===== src/rtl/prm_fifo_cc.sv =====
// prm_fifo_cc
// Single-clock synchronous FIFO with first-word-fall-through output.
// It decouples a producer from a consumer that cannot take data every cycle.
//
// Ports:
//   clk       - clock; all state changes on its rising edge
//   rst_n     - synchronous active-low reset (highest priority)
//   clr_n     - synchronous active-low flush; clears the same state as reset
//   push      - write request; d is stored when the push is accepted
//   d         - write data, WIDTH bits
//   pop       - read request; the head entry is removed when accepted
//   q         - head-of-queue data, all zeros while empty
//   empty     - FIFO holds no entries
//   full      - FIFO holds 2**DEPTH_LOG2 entries
//   count     - number of stored entries, 0..2**DEPTH_LOG2
//   overflow  - sticky flag: a push was rejected
//   underflow - sticky flag: a pop was rejected
module prm_fifo_cc #(
  parameter int WIDTH      = 8,
  parameter int DEPTH_LOG2 = 2
) (
  input  logic                  clk,
  input  logic                  rst_n,
  input  logic                  clr_n,
  input  logic                  push,
  input  logic [WIDTH-1:0]      d,
  input  logic                  pop,
  output logic [WIDTH-1:0]      q,
  output logic                  empty,
  output logic                  full,
  output logic [DEPTH_LOG2:0]   count,
  output logic                  overflow,
  output logic                  underflow
);

  localparam int                DEPTH     = 1 << DEPTH_LOG2;
  localparam logic [DEPTH_LOG2:0] DEPTH_CNT = (DEPTH_LOG2 + 1)'(DEPTH);

  logic [WIDTH-1:0]      mem [DEPTH];
  logic [DEPTH_LOG2-1:0] wr_ptr;
  logic [DEPTH_LOG2-1:0] rd_ptr;
  logic [DEPTH_LOG2:0]   count_r;
  logic                  overflow_r;
  logic                  underflow_r;

  logic                  pop_ok;
  logic                  push_ok;
  logic                  active;

  // Status is derived from the registered count only.
  assign full      = (count_r == DEPTH_CNT);
  assign empty     = (count_r == '0);
  assign count     = count_r;
  assign overflow  = overflow_r;
  assign underflow = underflow_r;

  // A full FIFO can still take a push when a pop frees the head slot in the
  // same cycle; the new word then lands in the slot just vacated.
  assign pop_ok  = pop & ~empty;
  assign push_ok = push & (~full | pop_ok);

  // Push/pop only take effect when neither reset nor flush is asserted.
  assign active = rst_n & clr_n;

  // Zero q while empty so stale storage never leaks downstream.
  assign q = empty ? '0 : mem[rd_ptr];

  // Pointers, occupancy and sticky error flags.
  always_ff @(posedge clk) begin
    if (!rst_n || !clr_n) begin
      wr_ptr      <= '0;
      rd_ptr      <= '0;
      count_r     <= '0;
      overflow_r  <= 1'b0;
      underflow_r <= 1'b0;
    end else begin
      if (push_ok) begin
        wr_ptr <= wr_ptr + 1'b1;
      end
      if (pop_ok) begin
        rd_ptr <= rd_ptr + 1'b1;
      end
      case ({push_ok, pop_ok})
        2'b10:   count_r <= count_r + 1'b1;
        2'b01:   count_r <= count_r - 1'b1;
        default: count_r <= count_r;
      endcase
      if (push && !push_ok) begin
        overflow_r <= 1'b1;
      end
      if (pop && !pop_ok) begin
        underflow_r <= 1'b1;
      end
    end
  end

  // Storage array is deliberately not reset.
  always_ff @(posedge clk) begin
    if (active && push_ok) begin
      mem[wr_ptr] <= d;
    end
  end

endmodule


===== config.mk =====
export PLATFORM = sky130hd
export DESIGN_NAME = prm_fifo_cc
export DESIGN_NICKNAME = d
export VERILOG_FILES = /design/src/rtl/prm_fifo_cc.sv
export SDC_FILE = /design/constraint.sdc
export NUM_CORES = 1
export LEC_CHECK = 0
export BUFFER_PORTS_ARGS = -buffer_cell sky130_fd_sc_hd__buf_4
export CAP_MARGIN = 20
export CORE_AREA = 2 2 68 70
export CTS_BUF_LIST = sky130_fd_sc_hd__clkbuf_8
export DETAILED_ROUTE_END_ITERATION = 10
export DIE_AREA = 0 0 70 72
export GPL_ROUTABILITY_DRIVEN = 0
export HOLD_SLACK_MARGIN = 0.15
export REMOVE_ABC_BUFFERS = 1
export SLEW_MARGIN = 20
export SYNTH_ARGS = -nofsm -noshare
export SYNTH_HDL_FRONTEND = slang
export SYNTH_SLANG_ARGS = --single-unit

===== constraint.sdc =====
create_clock -name clk -period 3.27 [get_ports clk]
set_clock_uncertainty 0.05 [all_clocks]
set_input_delay 0.4905 -clock clk [delete_from_list [all_inputs] [get_ports clk]]
set_output_delay 0.4905 -clock clk [all_outputs]
set_load 0.1 [all_outputs]

==> results of run 1 <==
[cells by family (layout without fill, tap and decap cells)]
kind of cell | after synthesis | after routing | synth area share
buffers and inverters | 13 | 41 | 0.04257
flip-flops | 43 | 43 | 0.6281
adder cells (fa/ha/maj) | 5 | 5 | 0.03726
AND/OR/NAND/NOR | 36 | 36 | 0.1211
XOR/XNOR | 4 | 4 | 0.01863
multiplexers | 8 | 8 | 0.09581
AO/OA/AOI/OAI | 15 | 15 | 0.05655
[Yosys cell counts, types with 2 or more instances]
cell type / number
a21oi_1: 4
and2_1: 2
and3_1: 4
buf_4: 2
buf_6: 3
dfxtp_1: 11
edfxtp_1: 32
ha_1: 4
inv_1: 6
mux4_2: 8
nand2_1: 3
nand2b_1: 2
nand3_1: 2
nor2_1: 8
nor2b_1: 8
o211ai_1: 2
xor2_1: 3
[state kept, by name, indices dropped and copies added (netlist names), named ones only]
register,count
mem,32
count,3
rd_ptr,2
wr_ptr,2
overflow,1
underflow,1
[stage by stage]
step                      instances    util  hold WS [ns]  setup WS (ns)
final                           204  0.5091        0.3458         0.8061
after floorplan                 117       -        0.4196        -0.2817
after global routing            204  0.5091        0.3357         0.6223
after detailed placement        196  0.4903        0.4120          1.058
after global placement          196  0.4903        0.4074          1.067
after CTS                       204  0.5091        0.3381         0.7303
[per-layer routing]
metal	vias to the layer above	GRT usage	routed length, µm
li1	510	-	-
met1	529	0.1596	1288
met2	25	0.2476	1659
met3	5	0.05556	156
met4	0	0.06410	58
met5	-	0	0
[area by class of cell]
type | count | area (µm²)
clock buffers | 5 | 68.82
clock inverters | 3 | 11.26
fillers | 375 | 2093
inverters | 6 | 22.52
multi-input cells | 68 | 619.3
flip-flops and latches | 43 | 1181
well taps | 52 | 65.06
repair buffers | 27 | 202.7
[critical path, stage by stage (launching register included)]
cell,delay (ns)
dfxtp_1,0.67
mux4_2,0.57
nor2b_1,0.14
buf_4,0.25
[report_power, final]
part / leakage (µW) / internal, µW / switching (µW) / total, µW
sequential: 0.000378 / 592 / 6.92 / 599
clock: 0.0000444 / 142 / 167 / 310
combinational: 0.000345 / 33.4 / 77.6 / 111
total: 0.000767 / 768 / 252 / 1020
[final timing paths]
kind / slack (ns) / cells past startpoint / endpoint
min: 0.35 / 1 / mem[2][5]$_DFFE_PP_
max reg2reg: 1.29 / 6 / count[2]$_SDFFE_PP0P_
max: 0.81 / 3 / q[7]
min reg2reg: 0.42 / 2 / overflow$_SDFFE_PP0P_
==> metrics.md, run 1 <==
| Metric | Value |
|---|---|
| Min-delay src | `d[5]` |
| Setup crit end kind | `primary output` |
| Synth area leader | `edfxtp_1` |
| Num CTS Buffers | `5` |
| Largest fanout on the critical path | `8` |
| Power, Total | `1020 µW` |
| Post-synthesis register bit count | `43` |
| Slew Viols, Final | `0` |
| Final setup TNS | `0 ns` |
| H-tree levels | `2` |
| Worst Tran Pin Value | `0.5452 ns` |
| Synth top area share | `0.5110` |
| Die area | `between 5000 and 6000 µm²` |
| Sequential element share of the synthesized area | `0.6281` |
| Layout area overhead | `15.44%` |
| Initial antenna violation count | `0` |
| Ant. Diodes | `0` |
| Post-cts resize count | `0` |
| I/O pin total | `28` |
| Ys async rst share | `0` |
| Commonest cells after routing, fill and taps aside | `edfxtp_1, buf_4, dfxtp_1` |
| MaxCap Viol Count | `0` |
| Most common cell after layout, fill and taps aside | `edfxtp_1` |
| Number of synthesized flops with an enable pin | `32` |
| Clk root buf | `clkbuf_8` |
| Buffers on Ports | `27` |
| # clock sinks | `43` |
| Syn Inst Count | `124` |
| Global-route wire length before repair | `about 5500 µm` |
| Die Y | `72 µm` |
| Leakage dissipation | `0.0007673 µW` |
| Largest net degree at the start of global routing | `13` |
| Drt first pass iters | `4` |
| Post-route cell area | `2171 µm²` |
| GRT overflow | `0` |
| Period minus WS final | `approximately 2.5 ns` |
| Setup CP Type | `reg2out` |
| Start of the worst register-to-register path | `count[0]$_SDFFE_PP0P_` |
| RSZ-0062 raised after global routing | `false` |
| Placed instance area | `2091 µm²` |
| Die Wd | `roughly 70 µm` |
| Hold Crit Class | `in2reg` |
| Startpoint types | `flip-flop` |
| Cell area power density | `469.8 nW/µm²` |
| Achievable Freq | `around 400 MHz` |
| Hold buffer count at cts | `0` |
| Max-Slew Margin vs Limit | `0.6361` |
| Total GRT Usage | `0.1438` |
| DRC Markers | `0` |
| Setup bufs post-CTS | `0` |
| Final HPWL DP | `2233 µm` |
| Core area | `roughly 4300 µm²` |
| Wirelength per Cell | `roughly 16 µm` |
| Vias | `1069` |
| Synthesized area per cell | `15.17 µm²` |
| Ys Warns | `0` |
| Synth Flop Type | `edfxtp_1` |
| CTS Buffer Depth | `2` |
| Starting Density | `0.4410` |
| Final setup viols | `0` |
| Worst VDD drop | `0.2039 mV` |
| Mapped cell area | `1881 µm²` |
| CP required | `2.73 ns` |
| Clk_lat worst skew | `0.29 ns` |
| Final WL | `about 3200 µm` |
| Clk slew on worst S/H paths | `roughly 0.080 ns` |
| Antenna Nets Post-Route | `0` |
| Share of cells above drive strength 1 | `0.2961` |
| Via density | `5.240` |
| First-iteration detailed-routing DRC count | `57` |
| Vias in the first global route | `~1200` |
| CTS tree | `built` |
| Worst Path Arrival | `1.92 ns` |
| # nets final | `169` |
| Ranking of synthesized cells by area | `edfxtp_1, dfxtp_1, mux4_2` |
| Final hold vios | `0` |
| Status | `complete, no violations` |
| Synth cell types | `37` |
| Row cnt | `24` |
| Tcrit/Tclk final | `0.7535` |
Power figures use the tool's default switching activity.
==> inputs of run 2 (changes only) <==
ABC_AREA = 1   (was not set)
CORE_AREA = 2 2 67 69   (was 2 2 68 70)
DIE_AREA = 0 0 69 71   (was 0 0 70 72)
clock period = 2.5 ns   (was 3.27 ns; I/O delays follow)
==> run 2 against run 1 <==
Compared with the run above:
- final cell count rose by 26%
- clock-buffer cell count did not move
- worst setup slack got worse by 0.58 ns
- register-to-register slack got worse by 0.56 ns
- die area fell by 2.8%
- global-route usage rose by 1.5 points
- area after synthesis fell by 3.9%
- sequential power rose by 31%
- via count rose by 18%
- combinational power rose by 110%
- critical path depth rose by 1
- sequential share of layout area rose by 0.25 points
- critical path type unchanged
- critical endpoint unchanged
- largest cell class unchanged
- largest power group unchanged
- highest routed layer unchanged
==> metrics.md, run 2 <==
| Metric | Value |
|---|---|
| Core area | `4204 µm² (-1.4%)` |
| Clk slew on worst S/H paths | `0.07 ns (about the same)` |
| Ys async rst share | `0 (unchanged)` |
| Synthesized area per cell | `10.64 µm² (-30%)` |
| Achievable Freq | `440.1 MHz` |
| DRC Markers | `0 (unchanged)` |
| Num CTS Buffers | `5 (unchanged)` |
| Hold buffer count at cts | `0 (unchanged)` |
| Setup bufs post-CTS | `0 (unchanged)` |
| Initial antenna violation count | `0 (unchanged)` |
| Largest fanout on the critical path | `17 (+9)` |
| Ys Warns | `0 (unchanged)` |
| Global-route wire length before repair | `5961 µm (+9.1%)` |
| Layout Utilization | `0.5140 (+0.004892)` |
| Synth cell types | `23 (-38%)` |
| Hold Crit Class | `in2reg` |
| Ant. Diodes | `0 (unchanged)` |
| Most flops, register | `mem` |
| Final HPWL DP | `2491 µm (+12%)` |
| Leakage dissipation | `0.0008751 µW (+14%)` |
| Sequential element share of the synthesized area | `0.6533 (+0.02521)` |
| Drt first pass iters | `4 (unchanged)` |
| Status | `complete, no violations` |
| Internal power | `1017 µW (+32%)` |
| CP required | `2.08 ns (-0.65 ns)` |
| Layout area overhead | `19.52%` |
| I/O pin total | `28 (unchanged)` |
| Clk root buf | `clkbuf_8` |
| First-iteration detailed-routing DRC count | `64 (+12%)` |
| H-tree levels | `2 (unchanged)` |
| CTS tree | `built` |
| Die Wd | `69 µm (-1.4%)` |
| Post-synthesis register bit count | `43 (unchanged)` |
| Syn Inst Count | `170 (+37%)` |
| Setup CP Type | `reg2out` |
| Tcrit/Tclk final | `0.9088` |
| Die area | `4899 µm² (-2.8%)` |
| Net Switching | `402.0 µW (+60%)` |
| Row cnt | `24 (unchanged)` |
| Post-cts resize count | `0 (unchanged)` |
| Vias | `1266 (+18%)` |
| Wirelength per Cell | `13.87 µm (-11%)` |
| Synth top area share | `0.5315 (+0.02051)` |
| # clock sinks | `43 (unchanged)` |
| MaxCap Viol Count | `0 (unchanged)` |
| Switch share | `0.2834 (+0.03652)` |
| Cell area power density | `656.5 nW/µm² (+40%)` |
| Top post-synthesis cells by count | `nor2_1, edfxtp_1, o21ai_0` |
| Comb pwr share | `0.164 (+0.055)` |
| Mapped cell area | `1808 µm² (-3.9%)` |
| Clock share of power | `0.282 (-0.022)` |
| Clk_lat worst skew | `0.29 ns (about the same)` |
| Total GRT Usage | `0.1586 (+0.01472)` |
| Antenna Nets Post-Route | `0 (unchanged)` |
| Starting Density | `0.4301 (-0.01096)` |
| Final hold vios | `0 (unchanged)` |
| Die Y | `71 µm (-1.4%)` |
| Max reg flops | `32 (unchanged)` |
| Power, Total | `1419 µW (+39%)` |
| Commonest cells after routing, fill and taps aside | `nor2_1, edfxtp_1, buf_4` |
| Worst Tran Pin Value | `0.6018 ns (+0.05666 ns)` |
| # nets final | `222 (+31%)` |
| CTS Buffer Depth | `2 (unchanged)` |
| Setup crit end kind | `primary output` |
| Slew Viols, Final | `0 (unchanged)` |
| Max-Slew Margin vs Limit | `0.5982 (-0.03783)` |
| Synth Flop Type | `edfxtp_1` |
| Share of cells above drive strength 1 | `0.2195 (-0.07654)` |
| Number of synthesized flops with an enable pin | `32 (unchanged)` |
| Startpoint types | `flip-flop` |
| Final WL | `3564 µm (+13%)` |
| Largest net degree at the start of global routing | `18 (+5)` |
| GRT overflow | `0 (unchanged)` |
| Worst VDD drop | `0.2889 mV (+42%)` |
| Vias in the first global route | `1244 (+3.5%)` |
| Period minus WS final | `2.272 ns` |
| Worst Path Arrival | `1.85 ns (-0.07 ns)` |
| Sequential share of power | `0.554 (-0.033)` |
| Count leader, synth | `nor2_1` |
| Most common cell after layout, fill and taps aside | `nor2_1` |
| RSZ-0062 raised after global routing | `false` |
| Buffers on Ports | `27 (unchanged)` |
| Via density | `4.926 (-6.0%)` |
| Final setup viols | `0 (unchanged)` |
| Ranking of synthesized cells by area | `edfxtp_1, dfxtp_1, nor2_1` |
| Synth area leader | `edfxtp_1` |
## run 2: metal layers
layer  GRT usage  up-vias  part of all wire
li1            -      634                 -
met1      0.1857      598              0.43
met2      0.2692       26              0.50
met3     0.05556        8             0.047
met4     0.06100        0             0.018
met5           0        -                 0
## run 2: metrics by stage
step | instance area [µm²] | setup slack (ns) | setup TNS, ns | hold slack, ns | std cells
finish | 2161 | 0.2280 | 0 | 0.2289 | 257
global route | 2161 | 0.04125 | 0 | 0.2228 | 257
detailed placement | 2081 | 0.5404 | 0 | 0.4040 | 249
CTS | 2161 | 0.2148 | 0 | 0.2218 | 257
global placement | 2081 | 0.6247 | 0 | 0.4010 | 249
floorplan | 1783 | -1.768 | -14.93 | 0.4239 | 166
## run 2: power groups by stage
stage	sequential, µW	combinational, µW	clock (µW)
after CTS	786	234	411
after detailed placement	802	234	0
after floorplan	825	145	0
after global placement	801	229	0
after global routing	787	249	435
final	786	233	400
## run 2: logic make-up after synthesis
kind of cell,share of synthesized area
simple gates,0.1564
flops,0.6533
compound gates,0.09827
buf+inv,0.05328
fa+ha+maj,0.03876
## run 2: worst paths after layout
| kind | start | to | slack, ns | depth (start not counted) |
|---|---|---|---|---|
| max | flip-flop | q[7] | 0.23 | 4 |
| max reg2reg | count[2]$_SDFFE_PP0P_ | count[2]$_SDFFE_PP0P_ | 0.73 | 10 |
| min | d[3] | mem[1][3]$_DFFE_PP_ | 0.23 | 1 |
| min reg2reg | overflow$_SDFFE_PP0P_ | overflow$_SDFFE_PP0P_ | 0.42 | 1 |
## run 2: cell type report
class / instances / area [µm²]
Clock buffer: 5 / 68.82
Clock inverter: 3 / 11.26
Multi-Input combinational cell: 104 / 530.5
Fill cell: 388 / 2043
Timing Repair Buffer: 31 / 232.7
Inverter: 19 / 71.32
Sequential cell: 43 / 1181
Tap cell: 52 / 65.06
## run 2: critical path: stages (launching register included)
cell     delay [ns]
dfxtp_1        0.71
inv_2          0.25
o21ai_0        0.24
a21oi_1        0.11
buf_4          0.24
==> inputs of run 3 (changes only) <==
CELL_PAD_IN_SITES_DETAIL_PLACEMENT = 0   (was not set)
CELL_PAD_IN_SITES_GLOBAL_PLACEMENT = 2   (was not set)
CORE_AREA = 2 2 73 75   (was 2 2 67 69)
DIE_AREA = 0 0 75 77   (was 0 0 69 71)
PLACE_DENSITY_LB_ADDON = 0.1   (was not set)
==> run 3 against run 2 <==
Compared with the run above:
- hold slack got worse by 0.00059 ns
- maximum frequency rose by 1.3%
- sequential power barely moved
- clock power rose by 5%
- via count fell by 2.7%
- final cell count rose by 7.4%
- critical endpoint unchanged
==> metrics.md, run 3 (same netlist as run 2, synthesis figures left out) <==
| Metric | Value |
|---|---|
| Status | `complete, no violations` |
| Largest net degree at the start of global routing | `18 (unchanged)` |
| Buffers on Ports | `27 (unchanged)` |
| Min-delay src | `d[2]` |
| Largest fanout on the critical path | `17 (unchanged)` |
| Total GRT Usage | `0.1342 (-0.02440)` |
| Most common cell after layout, fill and taps aside | `nor2_1` |
| Share of cells above drive strength 1 | `0.2330 (+0.01350)` |
| Post-route cell area | `2196 µm² (+1.6%)` |
| Largest stage delay, worst path | `0.69 ns (-0.02 ns)` |
| Starting Density | `0.3632 (-0.06681)` |
| Crit-path cells | `nor2_1, nor2_1, o21ai_0, a21oi_1, buf_4` |
| Reg2Reg Setup Slack | `0.77 ns (+0.04 ns)` |
| Start of the worst register-to-register path | `count[1]$_SDFFE_PP0P_` |
| # clock sinks | `43 (unchanged)` |
| CP max stage cell | `dfxtp_1` |
| Clk root buf | `clkbuf_8` |
| Wirelength per Cell | `12.67 µm (-8.7%)` |
| Die area | `5775 µm² (+18%)` |
| Final hold vios | `0 (unchanged)` |
| Leakage dissipation | `0.0008740 µW (-0.13%)` |
| Worst Path Arrival | `1.82 ns (-0.03 ns)` |
| Die Y | `77 µm (+8.5%)` |
| Layout area overhead | `21.45%` |
| Max reg flops | `32 (unchanged)` |
| Placed insts | `268 (+7.6%)` |
| Cell mode on critical path | `nor2_1` |
| Vias | `1232 (-2.7%)` |
| Final setup viols | `0 (unchanged)` |
| Vias in the first global route | `1209 (-2.8%)` |
| R2R depth | `8 (-2)` |
| Period minus WS final | `2.243 ns (-0.02931 ns)` |
| Fill cells | `473 (+22%)` |
| Sequential share of power | `0.546 (-0.008)` |
| Finished Layout Cells | `276 (+7.4%)` |
| Final WL | `3496 µm (-1.9%)` |
| Switch share | `0.2891 (+0.005657)` |
| Cells on Worst Hold Path | `1 (unchanged)` |
| Comb pwr share | `0.162 (-0.002)` |
| DRC Markers | `0 (unchanged)` |
| Max-Slew Margin vs Limit | `0.6139 (+0.01562)` |
| Net Switching | `415.3 µW (+3.3%)` |
| Worst Tran Pin Value | `0.5784 ns (-0.02340 ns)` |
| Via density | `4.464 (-9.4%)` |
| Most flops, register | `mem` |
| Slew Viols, Final | `0 (unchanged)` |
| Row cnt | `26 (+8.3%)` |
| Num CTS Buffers | `5 (unchanged)` |
| Cell area power density | `654.3 nW/µm² (-0.33%)` |
| Hold buffer count at cts | `0 (unchanged)` |
| Final HPWL DP | `2395 µm (-3.9%)` |
| CTS Buffer Depth | `2 (unchanged)` |
| MaxCap Viol Count | `0 (unchanged)` |
| I/O pin total | `28 (unchanged)` |
| Setup Slack @ Placement | `0.5533 ns (+0.01286 ns)` |
| Setup WS post-layout | `0.2573 ns (+0.02931 ns)` |
| H-tree levels | `2 (unchanged)` |
| Internal power | `1021 µW (+0.48%)` |
| # nets final | `223 (+0.45%)` |
| Core area | `4977 µm² (+18%)` |
| First-iteration detailed-routing DRC count | `97 (+52%)` |
| Antenna Nets Post-Route | `0 (unchanged)` |
| Ant. Diodes | `0 (unchanged)` |
| Worst Hold End | `mem[3][2]$_DFFE_PP_` |
| Commonest cells after routing, fill and taps aside | `nor2_1, buf_4, edfxtp_1` |
| Setup bufs post-CTS | `0 (unchanged)` |
| Startpoint types | `flip-flop` |
| Initial antenna violation count | `0 (unchanged)` |
| Worst VDD drop | `0.2534 mV (-12%)` |
| Die Wd | `75 µm (+8.7%)` |
| Clk_lat worst skew | `0.29 ns (about the same)` |
| Drt first pass iters | `4 (unchanged)` |
| Placed instance area | `2111 µm² (+1.4%)` |
| RSZ-0062 raised after global routing | `false` |
| Post-cts resize count | `0 (unchanged)` |
| GRT overflow | `0 (unchanged)` |
| Hold Crit Class | `in2reg` |
| Setup crit end kind | `primary output` |
| Clk slew on worst S/H paths | `0.08 ns (about the same)` |
| CTS tree | `built` |
| RR Endpoint | `count[1]$_SDFFE_PP0P_` |
| CP required | `2.08 ns (about the same)` |
| Global-route wire length before repair | `5623 µm (-5.7%)` |
| Setup CP Type | `reg2out` |
| Achievable Freq | `445.9 MHz (+1.3%)` |
| Tcrit/Tclk final | `0.8971 (-0.01172)` |
| Clock share of power | `0.292 (+0.010)` |
-- run 3: changes by cell type in the layout (fill, tap and decap cells not counted) --
cell / previous run / this run
clkinv_2: 0 / 1
inv_1: 18 / 16
clkinvlp_4: 0 / 1
buf_4: 31 / 32
-- run 3: layer usage --
| layer | wire, µm | up-vias | GRT usage |
|---|---|---|---|
| met4 | 82 | 0 | 0.06429 |
| li1 | - | 636 | - |
| met2 | 1790 | 34 | 0.2219 |
| met5 | 0 | - | 0 |
| met1 | 1407 | 553 | 0.1542 |
| met3 | 215 | 9 | 0.04074 |
-- run 3: area by class of cell --
type | instances | area [µm²] | area share
clock buffer | 5 | 68.82 | 0.03134
clock inverter | 3 | 16.27 | 0.007407
inverter | 19 | 71.32 | 0.03248
multi-input combinational | 104 | 530.5 | 0.2416
sequential | 43 | 1181 | 0.5379
tap | 70 | 87.58 | 0.03989
timing repair buffer | 32 | 240.2 | 0.1094
-- run 3: how the worst max path moves through the flow --
stage,to,start,depth (start not counted)
5_1_grt,q[4],flip-flop,4
3_3_place_gp,q[7],flip-flop,4
6_report,q[7],flip-flop,5
2_1_floorplan,q[0],count[2]$_SDFFE_PP0P_,4
3_5_place_dp,q[7],flip-flop,4
4_1_cts,q[7],flip-flop,4
-- run 3: worst max-delay path, delay by kind of cell, from the launching register on --
kind                   cells  cell delay, ns
DFF                        1            0.69
buffers and inverters      1            0.33
AOI/OAI and AO/OA          2            0.29
and+or+nand+nor            2            0.21
-- run 3: stage by stage --
stage	hold WS, ns	TNS (ns)	power (µW)	utilization
after CTS	0.2176	0	1452	0.4412
after global placement	0.4066	0	1032	0.4241
after floorplan	0.4239	-14.93	970.0	-
after detailed placement	0.4219	0	1035	0.4241
after global routing	0.2144	0	1494	0.4412
final	0.2283	0	1437	0.4412
-- run 3: power by group through the flow --
stage | clock, µW | combinational [µW] | sequential, µW
floorplan | 0 | 145 | 825
global placement | 0 | 231 | 801
detailed placement | 0 | 233 | 802
CTS | 433 | 234 | 785
global route | 459 | 249 | 786
finish | 419 | 232 | 785
